[config.mk]
export PLATFORM = sky130hd
export DESIGN_NAME = botoeira_pedestre
export DESIGN_NICKNAME = d
export VERILOG_FILES = /design/src/rtl/semaforo_pkg.sv /design/src/rtl/debounce_botao.sv /design/src/rtl/botoeira_pedestre.sv
export SDC_FILE = /design/constraint.sdc
export NUM_CORES = 1
export LEC_CHECK = 0
export ABC_AREA = 0
export CAP_MARGIN = 5
export CORE_AREA = 2 2 43 45
export DETAILED_ROUTE_END_ITERATION = 7
export DIE_AREA = 0 0 45 47
export DONT_BUFFER_PORTS = 1
export HOLD_SLACK_MARGIN = 0.06
export PLACE_DENSITY = 0.55
export REMOVE_ABC_BUFFERS = 1
export SLEW_MARGIN = 25
export SYNTH_ARGS = -nofsm -noshare
export SYNTH_HDL_FRONTEND = slang
export SYNTH_SLANG_ARGS = --single-unit
[constraint.sdc]
create_clock -name clk -period 2.8 [get_ports clk]
set_input_delay 0.42 -clock clk [delete_from_list [all_inputs] [get_ports clk]]
set_output_delay 0.42 -clock clk [all_outputs]
set_load 0.05 [all_outputs]
[src/rtl/semaforo_pkg.sv]
// rtl/semaforo_pkg.sv - shared types and defaults for the pedestrian push-button block
package semaforo_pkg;

    typedef enum logic [1:0] {
        OCIOSO   = 2'd0,
        ESPERA   = 2'd1,
        ATENDIDO = 2'd2,
        BLOQUEIO = 2'd3
    } estado_t;

    localparam int DEB_CICLOS_PADRAO  = 4;
    localparam int BLOQ_CICLOS_PADRAO = 2;

endpackage

[src/rtl/debounce_botao.sv]
// rtl/debounce_botao.sv - two-flop synchronizer plus level debouncer for a raw push-button
module debounce_botao
    import semaforo_pkg::*;
#(
    parameter int DEB_CICLOS = DEB_CICLOS_PADRAO
) (
    input  logic clk,
    input  logic reset,
    input  logic bruto,
    output logic estavel
);

    localparam int             CW      = $clog2(DEB_CICLOS) + 1;
    localparam logic [CW-1:0]  CNT_MAX = CW'(DEB_CICLOS - 1);

    logic          s1;
    logic          s2;
    logic [CW-1:0] cnt;

    // A new level is accepted only after DEB_CICLOS consecutive differing samples.
    always_ff @(posedge clk or negedge reset) begin
        if (!reset) begin
            s1      <= 1'b0;
            s2      <= 1'b0;
            estavel <= 1'b0;
            cnt     <= '0;
        end else begin
            s1 <= bruto;
            s2 <= s1;
            if (s2 != estavel) begin
                if (cnt == CNT_MAX) begin
                    estavel <= s2;
                    cnt     <= '0;
                end else begin
                    cnt <= cnt + 1'b1;
                end
            end else begin
                cnt <= '0;
            end
        end
    end

endmodule

[src/rtl/botoeira_pedestre.sv]
// rtl/botoeira_pedestre.sv - pedestrian push-button box: request FSM, wait lamp and lamp-fault flag
module botoeira_pedestre
    import semaforo_pkg::*;
#(
    parameter int DEB_CICLOS  = DEB_CICLOS_PADRAO,
    parameter int BLOQ_CICLOS = BLOQ_CICLOS_PADRAO
) (
    input  logic clk,
    input  logic reset,
    input  logic botao_bruto,
    input  logic Q4,
    input  logic Q5,
    output logic botao_pedestre,
    output logic aguarde,
    output logic erro_lampada
);

    localparam int            BW         = $clog2(BLOQ_CICLOS) + 1;
    localparam logic [BW-1:0] BLOQ_CARGA = BW'(BLOQ_CICLOS - 1);

    logic          estavel;
    logic          estavel_d;
    logic          pressao;
    logic          igual_d;
    estado_t       estado;
    estado_t       prox_estado;
    logic [BW-1:0] cnt_bloq;
    logic [BW-1:0] prox_cnt_bloq;

    debounce_botao #(
        .DEB_CICLOS(DEB_CICLOS)
    ) u_debounce (
        .clk    (clk),
        .reset  (reset),
        .bruto  (botao_bruto),
        .estavel(estavel)
    );

    assign pressao = estavel & ~estavel_d;

    always_ff @(posedge clk or negedge reset) begin
        if (!reset) begin
            estavel_d    <= 1'b0;
            estado       <= OCIOSO;
            cnt_bloq     <= '0;
            igual_d      <= 1'b0;
            erro_lampada <= 1'b0;
        end else begin
            estavel_d <= estavel;
            estado    <= prox_estado;
            cnt_bloq  <= prox_cnt_bloq;
            igual_d   <= (Q4 == Q5);
            // Both lamps equal on two consecutive edges is a real fault, not a switching glitch.
            if (igual_d && (Q4 == Q5)) begin
                erro_lampada <= 1'b1;
            end
        end
    end

    always_comb begin
        prox_estado   = estado;
        prox_cnt_bloq = cnt_bloq;
        case (estado)
            OCIOSO: begin
                if (pressao && !Q5) begin
                    prox_estado = ESPERA;
                end
            end
            ESPERA: begin
                if (Q5) begin
                    prox_estado = ATENDIDO;
                end
            end
            ATENDIDO: begin
                if (!Q5) begin
                    prox_estado   = BLOQUEIO;
                    prox_cnt_bloq = BLOQ_CARGA;
                end
            end
            BLOQUEIO: begin
                if (cnt_bloq == '0) begin
                    prox_estado = OCIOSO;
                end else begin
                    prox_cnt_bloq = cnt_bloq - 1'b1;
                end
            end
            default: prox_estado = OCIOSO;
        endcase
    end

    assign botao_pedestre = (estado == ESPERA);
    assign aguarde        = (estado == ESPERA);

endmodule

* Word-level counts from Yosys, hierarchy flattened
Cells that the tools add are included.
** Word-level totals
- Bits in registers :: 13
** Operators by class
- $add $sub $neg :: 2
- Equality and inequality tests :: 11
- Mux-type cells :: 10
- Bitwise logic cells :: 2
- Reduce and logical (&&, ||, !) cells :: 9
** Operators with widths (number)
- $mux 2 :: 6
- $ne 2x2->1 const B :: 5
- $pmux 2 s4 :: 1
- $mux 3 :: 2
- $eq 2x2->1 const B :: 2
- $logic_not 2->1 :: 2
- $pmux 2 s2 :: 1
- $reduce_and 4->1 :: 1
- $add 3x1->3 const B :: 1
- $eq 3x2->1 const B :: 1
- $reduce_and 3->1 :: 1
- $eq 2x1->1 const B :: 1
- $logic_and 1x1->1 :: 2
- $reduce_and 2->1 :: 1
- $reduce_bool 2->1 :: 1
- $sub 2x1->2 const B :: 1
- $and 1x1->1 :: 1
- $eq 1x1->1 :: 1
- $logic_not 1->1 :: 1
- $ne 1x1->1 :: 1
- $not 1->1 :: 1

* Logic depth before layout (Yosys ltp)
- Depth after elaboration :: 5
- Depth in mapped cells :: 5
- Gate-level depth less buffers :: 5

* Cells and area by module
From an unflattened synthesis, not the netlist that was laid out.
** Unflattened totals
- Cell total of the unflattened synthesis :: 53
- Area total of the unflattened synthesis :: 670.6 um^2
** By module, submodules not included
- botoeira_pedestre :: instances 1, cells each 40, area each 454.2 um^2, seq. area each 175.2 um^2
- debounce_botao :: instances 1, cells each 13, area each 216.5 um^2, seq. area each 150.1 um^2

* Least setup slack after synthesis
No wires, ideal clock.
- Kind :: reg2reg
- Start point :: register estado[1]
- End point :: register estado[1]
- Arrival :: 1.675 ns
- Slack :: 1.000 ns
- Cell stages (with the launch flop) :: 6
- Buffers on the path :: 0
- Period minus slack after synthesis :: 1.800 ns
- Path through :: dfrtp_1 inv_1 ha_1 and2b_2 a2111oi_4 mux2_4
** Between the ends
- Cells in the longest elaborated chain, start to end :: 3
** Ends and longest elaborated chain
- from (decl) :: RTL line botoeira_pedestre.sv:25 : estado_t estado;
- from (signal assigned) :: RTL line botoeira_pedestre.sv:50 : estado <= prox_estado;
- $eq 2x1->1 *
- via aguarde :: RTL line botoeira_pedestre.sv:14 : output logic aguarde,
- $ne 2x2->1 (no source line)
- $reduce_and 4->1 (no source line)
Mark *: on every way through the listed nets, which the timed path passes. The rest lies on a longest branch.
A chain may end at the register's enable or synchronous reset.

* Worst setup path after layout
- Start point :: register estado[0]
- End point :: register estado[1]
** Between the ends
- Cells in the longest elaborated chain, start to end :: 3
** Ends and longest elaborated chain
- $eq 2x2->1, or another cell as far along :: RTL line botoeira_pedestre.sv:63 : case (estado)
- $ne 2x2->1 (no source line)
- $reduce_and 4->1 (no source line)
Parallel ways exist; a longest one is shown, timed or not.

==> summary.md <==
| Metric | Value |
|---|---|
| Post-synth top flop | `dfrtp_1` |
| RSZ-0062 raised after global routing | `false` |
| Initial antenna violation count | `0` |
| CP Max Fanout | `4` |
| Vias in the first global route | `435` |
| Worst R2R Path Depth | `5` |
| Clock Sinks | `13` |
| Min-delay src | `botao_bruto` |
| CTS Hold Bufs | `1` |
| Crit path DAT | `between 1.5 and 2 ns` |
| Io pins | `8` |
| Endpoints failing setup | `0` |
| Layout cells sized above 1 | `between 20% and 30%` |
| Setup bufs post-CTS | `0` |
| Drt initial violations | `6` |
| Inserted Diodes | `0` |
| Worst vdd ir | `0.6434 mV` |
| CP required | `2.95 ns` |
| Die Height | `47 µm` |
| Fillers | `159` |
| Final hold vios | `0` |
| Fin crit share | `63.88%` |
| Crit path capture | `estado[1]` |
| Post-CTS Resized | `0` |
| Starting density of the core | `38.64%` |
| CORE AREA | `0.001652 mm²` |
| Endpoint type of the worst setup path | `register` |
| Clk Tree Root Cell | `clkbuf_4` |
| Clock transition at path regs | `0.07 ns` |
| Critical Path Stages | `5` |
| Dpl ws | `roughly 1.0 ns` |
| Multi-input combinational cell area | `290.3 µm²` |
| Skew-Pair Late Insertion Delay | `0.27 ns` |
| Slew @ Worst Pin | `0.5686 ns` |
| Reg-to-reg startpoint | `estado[0]` |
| CP Class | `register to register` |
| CP startpoint kind | `register` |
| Leak pwr | `0.3247 nW` |
| Vias | `374` |
| Synth Register Bits | `13` |
| Gr ovfl total | `0` |
| CTS tree | `done` |
| Fin Clk Skew | `0.006067 ns` |
| Post-DR vias/cell | `5.343` |
| Final net count | `66` |
| Worst min-delay path class | `primary input to register` |
| Outcome | `completed` |
| Drt wl/cell | `13.61 µm` |
| Mapped Cells | `48` |
| Max-cap violations | `0` |
| Post-Synthesis Cell Area | `638.1 µm²` |
| FF-to-FF End | `estado[1]` |
| Setup TNS | `0 ns` |
| TritonRoute pass-1 iters | `3` |
| Synth cell types | `23` |
| Die Span X | `roughly 45 µm` |
| Min Clock Period, post-route | `1.789 ns` |
| IO buf count | `0` |
| Die area | `0.002115 mm²` |
| Global Route Usage Sum | `12.35%` |
| Post-DP HPWL | `752.9 µm` |
| Global-route wire length before repair | `1718 µm` |
| Slew Viols, Final | `0` |
| DRC | `0` |
| Syn. warnings | `0` |
| DRT antenna net count | `0` |
| Pwr dens | `about 1100 mW/mm²` |
| Slowest stage delay, CP | `0.38 ns` |
| Worst hold path depth | `0` |
| CP max stage cell | `dfrtp_1` |
| Worst path cell trace | `inv_1 > ha_1 > and2_2 > a2111oi_4 > mux2_4` |
| Fmax | `0.5591 GHz` |
| Worst path top cell family by delay | `flip-flops` |
| CTS HTree Levels | `1` |
| Total wire length | `between 900 and 1000 µm` |
| Std cell rows | `15` |
| Syn_area_per_cell | `around 13 µm²` |
| Largest net degree at the start of global routing | `14` |
| Total CTS buffers | `3` |
| Final worst slack | `1.011 ns` |
| Critical path origin | `estado[0]` |
| Worst Path Buf+Inv | `1` |
| Post-synthesis async set-or-reset flop share | `100.0%` |
| Routability cong. | `0.7267` |
| Post-synth EDFFs | `0` |
| Layout area overhead | `9.020%` |
| Max-slew headroom | `61.97%` |
| Register area | `between 300 and 400 µm²` |
| Setup slack, reg-to-reg | `1.01 ns` |
| Clock tree buffer depth | `2` |
| Seq/Total Area, Yosys | `between 50% and 60%` |
[worst min-delay path by stage]
| stage | slack (ns) | to |
|---|---|---|
| 3_5_place_dp | 0.12 | erro_lampada |
| 6_report | 0.18 | u_debounce.s1 |
| 4_1_cts | 0.16 | u_debounce.s1 |
| 5_1_grt | 0.15 | u_debounce.s1 |
| 2_1_floorplan | 0.12 | cnt_bloq[0] |
| 3_3_place_gp | 0.12 | erro_lampada |
[registers in the layout (all words and copies together), names as in the netlist]
| signal | cells |
|---|---|
| cnt_bloq | 2 |
| erro_lampada | 1 |
| estado | 2 |
| estavel_d | 1 |
| igual_d | 1 |
| u_debounce.cnt | 3 |
| u_debounce.estavel | 1 |
| u_debounce.s1 | 1 |
| u_debounce.s2 | 1 |
[worst reg2reg max path, cell delays in order (launching register included)]
cell       delay [ns]
dfrtp_1          0.38
inv_1            0.10
ha_1             0.25
and2_2           0.24
a2111oi_4        0.38
mux2_4           0.33
[per-stage QoR]
step	util (%)	total power [mW]	instances	cell area [µm²]	hold WS, ns
2_1_floorplan	-	0.6169	47	630.6	0.1244
3_3_place_gp	39.92	0.6510	65	659.4	0.1247
3_5_place_dp	39.92	0.6832	65	659.4	0.1247
4_1_cts	42.12	0.8058	70	695.7	0.1626
5_1_grt	42.12	0.8633	70	695.7	0.1455
6_report	42.12	0.7916	70	695.7	0.1790
[per-layer routing]
layer | vias to the layer above | global-route usage [%] | share of wire, %
met1 | 188 | 10.74 | 38
met5 | - | 0 | 0
met4 | 0 | 11.18 | 2.5
met2 | 7 | 20.86 | 55
met3 | 4 | 6.154 | 4.5
li1 | 175 | - | -
[final cells by class]
class	instances	share of cell area, %
clock buffer	4	3.777
timing repair buffer	2	2.518
sequential	13	46.76
multi-input combinational	30	41.73
tap	17	3.058
inverter	4	2.158
[Yosys cell counts (2+ instances only)]
| master | number | area [µm²] |
|---|---|---|
| dfrtp_1 | 13 | 325.3 |
| ha_1 | 7 | 87.58 |
| inv_1 | 4 | 15.01 |
| mux2_2 | 2 | 22.52 |
| nor2b_1 | 3 | 18.77 |
| xnor2_1 | 2 | 17.52 |
[placed cells by master, fill, tap and decap left out, types with 2 or more instances in the layout]
master	n
nor2b_1	3
clkbuf_4	3
inv_1	4
dfrtp_1	13
mux2_2	2
xnor2_1	2
ha_1	7
[cell families (layout without fill, tap and decap cells)]
logic type | after synthesis | count (layout) | share of synthesized area, %
AOI/OAI and AO/OA | 7 | 7 | 11.18
DFF | 13 | 13 | 50.98
and+or+nand+nor | 10 | 10 | 10.39
buffers and inverters | 5 | 10 | 3.529
xor gates and xnor gates | 2 | 2 | 2.746
muxes | 4 | 4 | 7.450
adders and majority gates | 7 | 7 | 13.72
[report_power, final]
part           total (mW)  leakage (nW)  switching (mW)  internal [mW]
logic               0.388         0.155           0.203          0.185
clock network       0.112        0.0150          0.0569         0.0551
registers           0.291         0.155          0.0432          0.248
(Power assumes the default switching activity.)
